## src/rtl/oam_dma_arbiter_pkg.sv

```systemverilog
// Shared GameBoy definitions: memory-map constants, OAM DMA state encoding
// and the common instruction record used across the datapath.
package oam_dma_arbiter_pkg;

   localparam int          OAM_LEN  = 160;
   localparam logic [15:0] DMA_REG  = 16'hFF46;
   localparam logic [15:0] OAM_BASE = 16'hFE00;

   typedef enum logic [1:0] {
      IDLE  = 2'd0,
      START = 2'd1,
      RD    = 2'd2,
      WR    = 2'd3
   } dma_state_t;

   typedef struct packed {
      logic [7:0] opcode;
      logic [7:0] imm_lo;
      logic [7:0] imm_hi;
      logic [1:0] len;
   } std_instruction_t;

   // Sources in E000-FFFF echo work RAM at C000-DFFF.
   function automatic logic [7:0] echo_src(input logic [7:0] src);
      return (src >= 8'hE0) ? (src - 8'h20) : src;
   endfunction

endpackage

```

## src/rtl/oam_dma_engine.sv

```systemverilog
// OAM DMA sequencer: alternates one read of the source page with one write
// into OAM per byte, restartable at any time by a new trigger.
module oam_dma_engine #(
   parameter int OAM_LEN = oam_dma_arbiter_pkg::OAM_LEN
) (
   input  logic        clk,
   input  logic        rst,
   input  logic        trigger,
   input  logic [7:0]  trig_src,
   input  logic [7:0]  mem_rdata,
   output logic        busy,
   output logic        dma_re,
   output logic        dma_we,
   output logic [15:0] dma_addr,
   output logic [7:0]  dma_wdata,
   output logic [7:0]  src_reg
);
   import oam_dma_arbiter_pkg::*;

   localparam logic [7:0] LAST_IDX = 8'(OAM_LEN - 1);

   dma_state_t state_reg;
   logic [7:0] idx_reg;
   logic [7:0] src_q_reg;
   logic [7:0] buf_reg;
   logic       busy_reg;
   logic       re_reg;
   logic       we_reg;

   always_ff @(posedge clk or negedge rst) begin
      if (!rst) begin
         state_reg <= IDLE;
         idx_reg   <= 8'h00;
         src_q_reg <= 8'h00;
         buf_reg   <= 8'h00;
         busy_reg  <= 1'b0;
         re_reg    <= 1'b0;
         we_reg    <= 1'b0;
      end else begin
         // The read in flight always lands, even if a restart arrives this cycle.
         if (state_reg == RD)
            buf_reg <= mem_rdata;
         if (trigger) begin
            src_q_reg <= trig_src;
            idx_reg   <= 8'h00;
            state_reg <= START;
            busy_reg  <= 1'b1;
            re_reg    <= 1'b0;
            we_reg    <= 1'b0;
         end else begin
            case (state_reg)
               IDLE: begin
                  busy_reg <= 1'b0;
                  re_reg   <= 1'b0;
                  we_reg   <= 1'b0;
               end
               START: begin
                  state_reg <= RD;
                  re_reg    <= 1'b1;
                  we_reg    <= 1'b0;
               end
               RD: begin
                  state_reg <= WR;
                  re_reg    <= 1'b0;
                  we_reg    <= 1'b1;
               end
               WR: begin
                  we_reg <= 1'b0;
                  if (idx_reg == LAST_IDX) begin
                     state_reg <= IDLE;
                     busy_reg  <= 1'b0;
                  end else begin
                     idx_reg   <= idx_reg + 8'h01;
                     state_reg <= RD;
                     re_reg    <= 1'b1;
                  end
               end
               default: begin
                  state_reg <= IDLE;
                  busy_reg  <= 1'b0;
                  re_reg    <= 1'b0;
                  we_reg    <= 1'b0;
               end
            endcase
         end
      end
   end

   assign busy      = busy_reg;
   assign dma_re    = re_reg;
   assign dma_we    = we_reg;
   assign dma_wdata = buf_reg;
   assign src_reg   = src_q_reg;
   assign dma_addr  = we_reg ? (OAM_BASE + {8'h00, idx_reg})
                             : {echo_src(src_q_reg), idx_reg};

endmodule

```

## src/rtl/oam_dma_arbiter.sv

```systemverilog
// Memory bus arbiter between the CPU datapath and the OAM DMA engine; the DMA
// register itself is decoded here and never reaches the shared bus.
module oam_dma_arbiter #(
   parameter int          OAM_LEN = oam_dma_arbiter_pkg::OAM_LEN,
   parameter logic [15:0] DMA_REG = oam_dma_arbiter_pkg::DMA_REG
) (
   input  logic        clk,
   input  logic        rst,
   input  logic        cpu_req,
   input  logic        cpu_we,
   input  logic [15:0] cpu_addr,
   input  logic [7:0]  cpu_wdata,
   output logic        cpu_gnt,
   output logic [7:0]  cpu_rdata,
   output logic [15:0] mem_addr,
   output logic [7:0]  mem_wdata,
   output logic        mem_we,
   output logic        mem_re,
   input  logic [7:0]  mem_rdata,
   output logic        dma_busy
);

   logic        dma_hit;
   logic        trigger;
   logic        busy;
   logic        dma_re;
   logic        dma_we;
   logic [15:0] dma_addr;
   logic [7:0]  dma_wdata;
   logic [7:0]  src_reg;

   assign dma_hit = cpu_req && (cpu_addr == DMA_REG);
   assign trigger = dma_hit && cpu_we;

   oam_dma_engine #(
      .OAM_LEN (OAM_LEN)
   ) u_engine (
      .clk       (clk),
      .rst       (rst),
      .trigger   (trigger),
      .trig_src  (cpu_wdata),
      .mem_rdata (mem_rdata),
      .busy      (busy),
      .dma_re    (dma_re),
      .dma_we    (dma_we),
      .dma_addr  (dma_addr),
      .dma_wdata (dma_wdata),
      .src_reg   (src_reg)
   );

   always_comb begin
      mem_addr  = cpu_addr;
      mem_wdata = cpu_wdata;
      mem_we    = 1'b0;
      mem_re    = 1'b0;
      cpu_gnt   = 1'b0;
      cpu_rdata = 8'hFF;
      // Reset is checked combinationally so the bus is quiet the instant rst drops.
      if (rst) begin
         if (busy) begin
            mem_addr  = dma_addr;
            mem_wdata = dma_wdata;
            mem_we    = dma_we;
            mem_re    = dma_re;
            if (dma_hit) begin
               cpu_gnt   = 1'b1;
               cpu_rdata = src_reg;
            end
         end else if (dma_hit) begin
            cpu_gnt   = 1'b1;
            cpu_rdata = src_reg;
         end else begin
            mem_we  = cpu_req & cpu_we;
            mem_re  = cpu_req & ~cpu_we;
            cpu_gnt = cpu_req;
            if (cpu_req)
               cpu_rdata = mem_rdata;
         end
      end
   end

   assign dma_busy = busy;

endmodule

```

## config.mk

```make
export PLATFORM = sky130hd
export DESIGN_NAME = oam_dma_arbiter
export DESIGN_NICKNAME = d
export VERILOG_FILES = /design/src/rtl/oam_dma_arbiter_pkg.sv /design/src/rtl/oam_dma_engine.sv /design/src/rtl/oam_dma_arbiter.sv
export SDC_FILE = /design/constraint.sdc
export NUM_CORES = 1
export LEC_CHECK = 0
export CELL_PAD_IN_SITES_DETAIL_PLACEMENT = 2
export CELL_PAD_IN_SITES_GLOBAL_PLACEMENT = 2
export CORE_AREA = 2 2 75 105
export CTS_CLUSTER_DIAMETER = 200
export DETAILED_ROUTE_END_ITERATION = 8
export DIE_AREA = 0 0 77 107
export PLACE_DENSITY_LB_ADDON = 0.1
export SYNTH_ARGS = -nofsm -noshare
export SYNTH_HDL_FRONTEND = slang
export SYNTH_HIERARCHICAL = 1
export SYNTH_SLANG_ARGS = --single-unit
```

## constraint.sdc

```tcl
create_clock -name clk -period 2.37 [get_ports clk]
set_input_delay 0.237 -clock clk [delete_from_list [all_inputs] [get_ports clk]]
set_output_delay 0.237 -clock clk [all_outputs]
set_load 0.01 [all_outputs]
```

# Word level (Yosys, flattened, before mapping)
# Index checks and enable logic that the tools add are counted.
[op_classes] n_addsub=3 magnitude_cmp=1 n_eq_ne=8 mux=35 n_bitwise=3 reduce_logical=10
[op_table] operator="8-bit two-way mux" n=11
[op_table] operator="16-bit two-way mux" n=3
[op_table] operator="16-bit == test (second input constant)" n=1
[op_table] operator="1-bit two-way mux" n=15
[op_table] operator="10-bit by 9-bit adder with 11-bit output (first input constant)" n=1
[op_table] operator="8-bit by 1-bit adder with 8-bit output (second input constant)" n=1
[op_table] operator="8-bit == test (second input constant)" n=1
[op_table] operator="8-bit >= comparator (second input constant)" n=1
[op_table] operator="8-bit by 6-bit subtractor with 8-bit output (second input constant)" n=1
[op_table] operator="2-bit case mux with 3 select lines" n=1
[op_table] operator="2-bit == test (second input constant)" n=2
[op_table] operator="2-bit two-way mux" n=2
[op_table] operator="1-bit case mux with 2 select lines" n=2
[op_table] operator="2-bit AND reduction" n=2
[op_table] operator="4-bit nonzero test" n=1
[op_table] operator="3-bit by 2-bit != test with 1-bit output (second input constant)" n=1
[op_table] operator="3-bit != test (second input constant)" n=1
[op_table] operator="1-bit case mux with 3 select lines" n=1
[op_table] operator="3-bit nonzero test" n=1
[op_table] operator="3-bit OR reduction" n=1
[op_table] operator="1-bit bitwise AND" n=2
[op_table] operator="2-bit by 1-bit == test with 1-bit output (second input constant)" n=1
[op_table] operator="1-bit logical AND" n=2
[op_table] operator="2-bit logical NOT" n=1
[op_table] operator="4 further kinds" n=4
[totals] register_bits=29 elab_cells=67

# Longest topological paths before layout
# Gate-level depths: netlist (run 1).
[depth] depth_word=5 mapped_depth=6 mapped_depth_nobuf=5

# Modules after synthesis
# The synthesis (run 1) kept the hierarchy.
[modules_own_cells] module="oam_dma_engine" instances=1 cells_per_inst=110 area_per_inst_um2=1291.2 seq_area_each_um2=725.7
[modules_own_cells] module="oam_dma_arbiter" instances=1 cells_per_inst=68 area_per_inst_um2=560.5 seq_area_each_um2=0.0

# Least setup slack after synthesis (run 1)
# OpenSTA, ideal clock, no wires.
[synth_timing] path_kind="input -> register" from="in cpu_addr[4]" to="reg u_engine.src_q_reg[2] (netlist: u_engine/src_reg[2])" t_arrival_ps=1835 required_ps=2245 setup_slack_ps=410 stages=5 cell_sequence="or4b_4 -> nor4_2 -> and3_1 -> clkbuf_1 -> mux2_2"
[synth_between] elab_chain_cells=3
[synth_lines] item="start: declaration" line="oam_dma_arbiter.sv:11" source="input logic [15:0] cpu_addr,"
[synth_lines] item="16-bit == test" line="oam_dma_arbiter.sv:32" source="assign dma_hit = cpu_req && (cpu_addr == DMA_REG);"
[synth_lines] item="1-bit logical AND" line="oam_dma_arbiter.sv:32"
[synth_lines] item="1-bit logical AND" line="oam_dma_arbiter.sv:33" source="assign trigger = dma_hit && cpu_we;"
[synth_lines] item="named net trigger" line="oam_dma_arbiter.sv:24" source="logic trigger;"
[synth_lines] item="end signal: assignment" line="oam_dma_engine.sv:44" source="src_q_reg <= trig_src;"
[synth_lines] item="end: declaration" line="oam_dma_engine.sv:24" source="logic [7:0] src_q_reg;"
# The timed path passes the listed nets, and every way through them passes these cells.
# A chain may end at the register's enable or synchronous reset.

# Worst setup path after layout (run 1)
[layout_timing] from="reg u_engine.src_q_reg[6] (netlist: u_engine/src_reg[6])" to="out mem_addr[14]"
[layout_between] elab_chain_cells=5 word_cells_on_any_way=6
[layout_lines] item="8-bit by 6-bit subtractor with 8-bit output or 8-bit >= comparator (tied branches)" line="oam_dma_arbiter_pkg.sv:25" source="return (src >= 8'hE0) ? (src - 8'h20) : src;"
[layout_lines] item="8-bit two-way mux *" line="oam_dma_arbiter_pkg.sv:25"
[layout_lines] item="16-bit two-way mux *" line="oam_dma_engine.sv:94" source="assign dma_addr = we_reg ? (OAM_BASE + {8'h00, idx_reg})"
[layout_lines] item="named net dma_addr[14]" line="oam_dma_arbiter.sv:28" source="logic [15:0] dma_addr;"
[layout_lines] item="16-bit two-way mux *" line="oam_dma_arbiter.sv:60" source="if (busy) begin"
[layout_lines] item="16-bit two-way mux *" line="oam_dma_arbiter.sv:59" source="if (rst) begin"
[layout_lines] item="end: declaration" line="oam_dma_arbiter.sv:15" source="output logic [15:0] mem_addr,"
# Mark *: on every way through the listed nets, which the timed path passes. The rest lies on a longest branch.

==> run metrics, run 1 <==
largest net degree at the start of global routing=22; worst path buffer plus inverter count=2; Non-Filler Instances=roughly 370; post-synthesis simple-gate area fraction=18.9%; synth unique cells=38; nets@finish=314; CP arrival=2060 ps; Fin. Hold Viols=0; most frequent cells in the layout=clkdlybuf4s50_1, mux2_2, dfrtp_1; startpoint type of the worst setup path=register; status=completed; clk buf depth=2; crit path from=u_engine/src_reg[6]; placed cell count=356; cts bufs inserted=5; CP max stage delay=480 ps; average cell area after synthesis=10.4 µm²; synthesized instance count=178; Synth Net Count=216; WP depth=6; core outline area=~7300 µm²; Synth Area in XOR/XNOR=0.946%; FF+latch count, synth=29; grt ovf=0; all-layer global routing usage=16.8%; R2R setup slack=470 ps; Syn Std Cell Area=between 1500 and 2000 µm²; CTS Sinks=29; fin crit period=2300 ps; initial core utilization=25.3%; Sw Pwr=673 µW; number of setup violations in the final report=0; initial antenna violation count=0; worst setup margin=71.2 ps; area leader, netlist=dfrtp_1; crit path max fanout=4; die footprint=8240 µm²; Synth Warn #=6; critical path, cell by cell=inv_1, ha_1, nand3_1, a21o_1, mux2_2, clkdlybuf4s50_1; share of post-route cells with drive strength above 1=32.5%; final period utilization=between 90% and 100%; Post-Place Worst Slack=-342 ps; Layout area overhead=59.4%; Compound-Gate Fraction of Synth Area=7.84%; vias per cell=4.82; DP HPWL=~5000 µm; leading post-synthesis cells by cell area=dfrtp_1, mux2_2, mux2i_1; family with the most delay on the worst path=buffers and inverters; total internal power=1240 µW; post-synthesis sequential area ratio=39.2%; power per cell area=647 nW/µm²; max-slew violations=0; VDD IR-drop max=334 µV; DR iter-0 viols=40; CP endpoint=mem_addr[14]; Clock Pin Slew Worst Setup and Hold Paths=60 ps; Crit Path Class=reg -> out; Peak Freq=435 MHz; main combinational cell family by area after synthesis=multiplexers; first-pass GRT wire length=10600 µm; logic gate share of total power=35.7%; post-route ant nets=0; Max Cap Viol=0; DIE HEIGHT=107 µm; Root Buffer=clkbuf_8; most common cell after layout, fill and taps aside=clkdlybuf4s50_1; Post-Route WL=about 7000 µm; Clock Latency Late Sink=between 200 and 300 ps; portion of total power attributed to the clock network=20.6%; mux cell area share after synthesis=between 20% and 30%; CTS tree=built; vias in the first global route=slightly below 2000; Chip Width=77 µm; Initial DRT Pass Iterations=2; via count=1803; static leakage=between 0.001 and 0.0015 µW; Slew @ Worst Pin=424 ps; Post-Synth Adder-Cell Area=1.35%; final clock skew=2.07 ps; worst r2r path cells=4; port buffer count=between 70 and 80; H-Tree Depth=2; Required @ worst endpoint=2130 ps; Critical R2R Capture=u_engine/idx_reg[7]; GP Congestion=0.709; Critical R2R Launch=u_engine/idx_reg[3]; Flop pwr share=43.7%; max_slew headroom=71.7%; Crit. End Element=output pin; diode count=0; Sw Ratio=35.2%; Synth top area share=39.2%; CTS Hold Bufs=0; type of the most critical hold path=in -> async; Wirelength per Cell=between 15 and 20 µm; number of cell rows=37; IO Pins=around 70; CP max stage cell=clkdlybuf4s50_1; # DRC=0
==> power by group through the flow <==
stage	registers, µW	logic [µW]	clock network (µW)
6_report	835	681	393
3_5_place_dp	850	696	0
2_1_floorplan	785	430	0
3_3_place_gp	843	668	0
4_1_cts	840	694	415
5_1_grt	865	760	445
==> worst min-delay path by stage <==
stage,start,to,slack (ps)
2_1_floorplan,rst,u_engine/busy,-60
3_3_place_gp,u_engine/dma_wdata[6],u_engine/dma_wdata[6],490
3_5_place_dp,u_engine/dma_wdata[6],u_engine/dma_wdata[6],500
4_1_cts,rst,u_engine/state_reg[1],460
5_1_grt,rst,u_engine/idx_reg[2],460
6_report,rst,u_engine/idx_reg[2],440
==> synthesized netlist by cell type (all sizes together) <==
| cell type | n |
|---|---|
| nor2b | 4 |
| or3 | 3 |
| and4 | 1 |
| a21o | 4 |
| dfrtp | 29 |
| a21oi | 7 |
| clkbuf | 4 |
| xnor2 | 1 |
| or4b | 1 |
| buf | 5 |
| o21ai | 5 |
| nor2 | 12 |
| inv | 6 |
| mux2i | 9 |
| or2 | 5 |
| xor2 | 1 |
| nor3 | 9 |
| ha | 2 |
| o41ai | 2 |
| a311oi | 1 |
| and3 | 1 |
| mux2 | 38 |
| o31ai | 2 |
| nand3 | 7 |
| and2 | 1 |
| nand4bb | 1 |
| or4 | 3 |
| nor4 | 1 |
| nand4 | 3 |
| a41o | 1 |
| and4bb | 1 |
| nand2 | 8 |
==> layer usage <==
layer	GRT usage (%)	wire (µm)	up-vias
met5	0	0	-
li1	-	-	846
met2	31.7	3760	53
met1	19.2	2740	898
met4	4.59	62	0
met3	2.86	259	6
==> cell type report <==
class / count / area (µm²)
flip-flops and latches: 29 / 726
fillers: 853 / 4360
inverters: 6 / 22.5
clock buffers: 8 / 80.1
multi-input cells: 134 / 1070
repair buffers: 100 / 930
well taps: 97 / 121
==> stage by stage <==
| step | hold slack, ps | TNS [ps] | total power, µW | util, % | area [µm²] |
|---|---|---|---|---|---|
| after floorplan | -58.6 | 0 | 1220 | - | 1850 |
| after global placement | 486 | -2570 | 1510 | 38.2 | 2790 |
| after detailed placement | 496 | -2940 | 1550 | 38.2 | 2790 |
| after CTS | 460 | -45.0 | 1950 | 39.6 | 2900 |
| after global routing | 464 | -48.5 | 2070 | 40.4 | 2950 |
| final | 443 | 0 | 1910 | 40.4 | 2950 |
==> repair_timing <==
item	CTS	global route
setup endpoints to repair	11	10
pin swaps	1	2
resized for setup	25	7
buffers inserted	4	6
==> cells by family after synthesis <==
logic type	after synthesis
multiplexers	47
buffers and inverters	15
AO/OA/AOI/OAI	22
flip-flops	29
AND/OR/NAND/NOR	61
XOR/XNOR	2
adder cells (fa/ha/maj)	2
No activity file was read; power rests on OpenSTA's default activity.
==> inputs of run 2 (changes only) <==
--- a/config.mk
+++ b/config.mk
@@ -5,12 +5,14 @@
 export SDC_FILE = /design/constraint.sdc
 export NUM_CORES = 1
 export LEC_CHECK = 0
+export ABC_AREA = 1
 export CELL_PAD_IN_SITES_DETAIL_PLACEMENT = 2
 export CELL_PAD_IN_SITES_GLOBAL_PLACEMENT = 2
-export CORE_AREA = 2 2 75 105
+export CORE_AREA = 2 2 84 118
 export CTS_CLUSTER_DIAMETER = 200
+export CTS_CLUSTER_SIZE = 24
 export DETAILED_ROUTE_END_ITERATION = 8
-export DIE_AREA = 0 0 77 107
+export DIE_AREA = 0 0 86 120
 export PLACE_DENSITY_LB_ADDON = 0.1
 export SYNTH_ARGS = -nofsm -noshare
 export SYNTH_HDL_FRONTEND = slang
==> run metrics, run 2 <==
number of cell rows=42 (+14%); share of post-route cells with drive strength above 1=13.5% (-19 points); initial core utilization=23.3% (-2.0 points); Post-synth EDFFs=0 (unchanged); Slew @ Worst Pin=396 ps (-28.5 ps); Critical R2R Capture=u_engine/idx_reg[6]; Fin. Hold Viols=0 (unchanged); final clock skew=3.18 ps (+1.11 ps); post-synthesis sequential area ratio=33.5% (-5.7 points); status=completed; DP HPWL=6450 µm (+25%); clk buf depth=2 (unchanged); grt ovf=0 (unchanged); Synth Warn #=6 (unchanged); Wirelength per Cell=15.9 µm (-13%); crit path max fanout=6 (+2); IO Pins=72 (unchanged); most common cell after layout, fill and taps aside=nand2_1; final period utilization=93.2% (-3.8 points); all-layer global routing usage=16.6% (-0.11 points); leading post-synthesis cells by cell area=dfrtp_1, nand2_1, nand3_1; FF+latch count, synth=29 (unchanged); startpoint type of the worst setup path=input port; CP endpoint=cpu_rdata[6]; Synth top area share=33.5% (-5.7 points); Layout area overhead=47.1%; Clock Latency Late Sink=270 ps (about the same); most frequent cells in the layout=nand2_1, clkdlybuf4s50_1, inv_1; Critical R2R Launch=u_engine/idx_reg[1]; Post-CTS Setup Bufs=0 (-4); Syn Std Cell Area=2170 µm² (+17%); synth unique cells=30 (-21%); Root Buffer=clkbuf_16; first-pass GRT wire length=13400 µm (+26%); max-slew violations=0 (unchanged); CTS tree=built; Post-synth ARST share=100% (unchanged); number of setup violations in the final report=0 (unchanged); vias in the first global route=2656 (+36%); area leader, netlist=dfrtp_1; count leader, synth=nand2_1; CP max stage delay=510 ps (+30 ps); vias per cell=4.56 (-5.3%); Initial DRT Pass Iterations=4 (+2); power per cell area=510 nW/µm² (-21%); final design utilization=34.3% (-6.1 points); largest net degree at the start of global routing=26 (+18%); DIE HEIGHT=120 µm (+12%); diode count=0 (unchanged); Required @ worst endpoint=2130 ps (about the same); H-Tree Depth=2 (unchanged); post-route ant nets=0 (unchanged); ys flop type=dfrtp_1; WP depth=9 (+3); Synth Net Count=360 (+67%); initial antenna violation count=0 (unchanged); family with the most delay on the worst path=buffers and inverters; worst r2r path cells=6 (+2); Crit Path Class=in -> out; crit-path most repeated cell=clkdlybuf4s50_1; nets@finish=438 (+39%); Post-Route WL=8100 µm (+19%); DR iter-0 viols=44 (+10%); GP Congestion=0.728 (+2.7%); Peak Freq=453 MHz (+4.1%); R2R setup slack=960 ps (+490 ps); cts bufs inserted=5 (unchanged); fin crit period=2210 ps (-89.6 ps); CP max stage cell=clkdlybuf4s50_1; Max Cap Viol=0 (unchanged); synth cell count leaders=nand2_1, inv_1, dfrtp_1, nand3_1, nor2_1; CTS Sinks=29 (unchanged); # DRC=0 (unchanged); type of the most critical hold path=in -> async; Crit. End Element=output pin; critical path, cell by cell=clkdlybuf4s50_1, inv_2, nor2_2, nand2_2, nor2_8, nand3_2, nand2_1, nand3_1, clkdlybuf4s50_1; average cell area after synthesis=6.73 µm² (-35%); VDD IR-drop max=286 µV (-14%); die footprint=10300 µm² (+25%); unrepaired setup endpoints after global routing=no; synthesized instance count=322 (+81%); via count=2332 (+29%); Chip Width=86 µm (+12%); max_slew headroom=73.5% (+1.8 points); crit path from=cpu_addr[6]; Clock Pin Slew Worst Setup and Hold Paths=50 ps (about the same); static leakage=0.00161 µW (+26%); worst path buffer plus inverter count=3 (+1); port buffer count=71 (unchanged); core outline area=9300 µm² (+27%); Fin Setup TNS=0 ps (unchanged); CP arrival=1970 ps (-90 ps)
[run 2: changes by cell type after synthesis, sizes merged, moves of 5 or more]
cell and delta:
nand2 +133, inv +36, mux2 -30, nand3 +20, o21ai +15, nor2 +14, mux2i -9, nor3 -9
a21oi -5
[run 2: how the worst min path moves through the flow]
stage | from | to | slack, ps | cells past startpoint
3_5_place_dp | rst | u_engine/busy | 260 | 2
3_3_place_gp | rst | u_engine/src_reg[0] | 260 | 2
6_report | rst | u_engine/idx_reg[6] | 190 | 3
5_1_grt | rst | u_engine/idx_reg[2] | 230 | 3
4_1_cts | rst | u_engine/idx_reg[6] | 210 | 3
2_1_floorplan | rst | u_engine/busy | -60 | 0
[run 2: worst reg2reg max path, cell delays in order (launching register included)]
cell and delay, ps:
dfrtp_1 440, ha_1 240, nand2_2 100, nor2_4 140
nand4_2 120, nand2_4 150, o21ai_0 100
[run 2: metrics by stage]
| step | hold WS, ps | setup slack, ps | std cells | instance area, µm² | total power (µW) |
|---|---|---|---|---|---|
| after floorplan | -58.6 | 956 | 322 | 2170 | 710 |
| after global placement | 255 | 134 | 502 | 3000 | 886 |
| after detailed placement | 260 | 98.5 | 502 | 3000 | 896 |
| after CTS | 208 | 25.3 | 511 | 3180 | 1650 |
| after global routing | 234 | 34.7 | 511 | 3190 | 1700 |
| final | 194 | 161 | 511 | 3190 | 1620 |
[run 2: area by class of cell]
| class | count | area, µm² |
|---|---|---|
| sequential | 29 | 726 |
| clock buffer | 7 | 143 |
| timing repair buffer | 80 | 778 |
| clock inverter | 1 | 30.0 |
| fill | 1133 | 6110 |
| tap | 110 | 138 |
| multi-input combinational | 241 | 1210 |
| inverter | 43 | 164 |
[run 2: timing repair]
item                                   CTS  global route
hold buffers                             1             0
setup endpoints to repair                0             6
resized for setup                        0             2
endpoints found under the hold margin    8             0
[run 2: cells by family (layout without fill, tap and decap cells)]
group                      count (synthesis)  in the layout  share of synthesized area [%]
xor gates and xnor gates                   2              2                          0.809
DFF                                       29             29                           33.5
muxes                                      8              8                           4.16
AOI/OAI and AO/OA                         25             25                           6.30
and+or+nand+nor                          204            204                           43.4
adders and majority gates                  2              2                           1.16
buffers and inverters                     52            131                           10.7
[run 2: routing by layer]
| layer | vias up | wire length (µm) | GRT usage (%) |
|---|---|---|---|
| met5 | - | 0 | 0 |
| met4 | 0 | 58 | 3.27 |
| met3 | 6 | 182 | 2.27 |
| met2 | 29 | 4880 | 33.8 |
| met1 | 1146 | 2980 | 17.5 |
| li1 | 1151 | - | - |
[run 2: power breakdown]
part           switching, µW  internal, µW  leakage [µW]
clock network            218           524     0.0000841
logic                    142           158       0.00119
registers               53.8           528      0.000332
total                    414          1210       0.00161
==> inputs of run 3 (changes only) <==
--- a/config.mk
+++ b/config.mk
@@ -8,11 +8,11 @@
 export ABC_AREA = 1
 export CELL_PAD_IN_SITES_DETAIL_PLACEMENT = 2
 export CELL_PAD_IN_SITES_GLOBAL_PLACEMENT = 2
-export CORE_AREA = 2 2 84 118
+export CORE_AREA = 8 8 90 124
 export CTS_CLUSTER_DIAMETER = 200
-export CTS_CLUSTER_SIZE = 24
+export CTS_CLUSTER_SIZE = 12
 export DETAILED_ROUTE_END_ITERATION = 8
-export DIE_AREA = 0 0 86 120
+export DIE_AREA = 0 0 98 132
 export PLACE_DENSITY_LB_ADDON = 0.1
 export SYNTH_ARGS = -nofsm -noshare
 export SYNTH_HDL_FRONTEND = slang
==> run metrics, run 3 (synthesis gave the netlist of run 2 again) <==
status=completed; cts bufs inserted=5 (unchanged); Layout area overhead=47.1% (about the same); crit path from=rst; IO Pins=72 (unchanged); startpoint type of the worst setup path=input port; final clock skew=4.46 ps (+1.28 ps); final period utilization=96.4% (+3.1 points); Slew @ Worst Pin=304 ps (-91.6 ps); Chip Width=98 µm (+14%); DR WL met3=229 µm (+26%); port buffer count=71 (unchanged); # DRC=0 (unchanged); number of setup violations in the final report=0 (unchanged); vias per cell=4.47 (-2.1%); max-slew violations=0 (unchanged); initial core utilization=23.3% (unchanged); DR iter-0 viols=30 (-32%); CP arrival=2050 ps (+80 ps); Top Layer Used=met4; final design utilization=34.2% (about the same); first-pass GRT wire length=13800 µm (+2.9%); Max Cap Viol=0 (unchanged); largest net degree at the start of global routing=33 (+27%); Critical R2R Launch=u_engine/idx_reg[1]; type of the most critical hold path=in -> async; Post-Route WL=8280 µm (+2.2%); Post-CTS Setup Bufs=0 (unchanged); H-Tree Depth=2 (unchanged); share of post-route cells with drive strength above 1=13.3% (-0.22 points); DP HPWL=6790 µm (+5.3%); Peak Freq=438 MHz (-3.3%); VDD IR-drop max=295 µV (+3.1%); Clock Pin Slew Worst Setup and Hold Paths=50 ps (about the same); R2R setup slack=940 ps (-20 ps); DIE HEIGHT=132 µm (+10%); power per cell area=507 nW/µm² (-0.42%); WL met2=5000 µm (+2.4%); GP Congestion=0.718 (-1.5%); die footprint=12900 µm² (+25%); unrepaired setup endpoints after global routing=no; via count=2279 (-2.3%); initial antenna violation count=0 (unchanged); most frequent cells in the layout=nand2_1, clkdlybuf4s50_1, inv_1; post-route ant nets=0 (unchanged); static leakage=0.00159 µW (-1.1%); Multi-input gate area=1210 µm² (unchanged); clk buf depth=2 (unchanged); grt ovf=0 (unchanged); vias in the first global route=2618 (-1.4%); diode count=0 (unchanged); Initial DRT Pass Iterations=4 (unchanged); core outline area=9300 µm² (unchanged); most common cell after layout, fill and taps aside=nand2_1; Wirelength per Cell=16.2 µm (+2.4%); CTS Sinks=29 (unchanged); Met1 Routed Length=3020 µm (+1.2%); Required @ worst endpoint=2130 ps (about the same); crit path max fanout=32 (+26); max_slew headroom=79.7% (+6.1 points); Filler Cells Inserted=1110 (-2.0%); Crit Path Class=in -> out; number of cell rows=42 (unchanged); nets@finish=437 (-0.23%); Root Buffer=clkbuf_16; Fin Setup TNS=0 ps (unchanged); Clock Latency Late Sink=270 ps (about the same); fin crit period=2280 ps (+74.3 ps); Storage cell area=726 µm² (unchanged); Fin. Hold Viols=0 (unchanged); Crit. End Element=output pin; all-layer global routing usage=13.3% (-3.4 points); CTS tree=built
run 3: cell types whose count changed in the layout (fill, tap and decap cells not counted):
cell,previous run,this run
buf_4,8,6
clkdlybuf4s50_1,69,70
buf_6,0,1
dlymetal6s2s_1,1,0
inv_8,0,1
inv_4,1,0
run 3: final cells by class:
type	instances	area share, %
multi-input cells	241	37.9
repair buffers	79	24.2
clock buffers	7	4.48
flip-flops and latches	29	22.8
inverters	43	5.30
well taps	110	4.32
clock inverters	1	0.943
run 3: critical path: stages:
cell             delay, ps
dlygate4sd3_1          520
buf_2                  200
nand2_2                130
inv_8                  190
nand2_1                110
o21ai_1                 90
clkdlybuf4s50_1        560
run 3: path summary, 6_finish.rpt:
path / end / cells past startpoint
min in group clk: u_engine/dma_wdata[0] / 1
max in group asynchronous: u_engine/dma_wdata[7] / 3
min reg2reg: u_engine/dma_wdata[0] / 1
min: u_engine/src_reg[5] / 2
max reg2reg: u_engine/busy / 8
max: mem_we / 7
run 3: per-layer routing:
metal / vias to the layer above / global-route usage, %
li1: 1149 / -
met5: - / 0
met3: 2 / 2.33
met2: 23 / 27.5
met1: 1105 / 13.0
met4: 0 / 2.35
run 3: report_power, final:
part | leakage (µW) | internal, µW | switching, µW
Combinational | 0.00117 | 159 | 142
Clock | 0.0000841 | 524 | 212
Sequential | 0.000332 | 528 | 50.2
Total | 0.00159 | 1210 | 405
run 3: repair_timing:
| action | CTS | global route |
|---|---|---|
| resized for setup | 1 | 2 |
| gates cloned | 0 | 0 |
| endpoints found under the setup margin | 5 | 11 |
| hold endpoints to repair | 1 | 0 |
| hold buffers | 1 | 0 |
| pin swaps | 0 | 0 |
run 3: through the flow:
stage	worst slack (ps)	hold WS (ps)	instances	power [µW]	instance area [µm²]
after global placement	127	77.2	501	889	2990
after floorplan	956	-58.6	322	710	2170
after detailed placement	106	77.2	501	898	2990
after global routing	11.9	335	510	1700	3190
final	86.4	336	510	1620	3190
after CTS	25.6	335	510	1650	3180
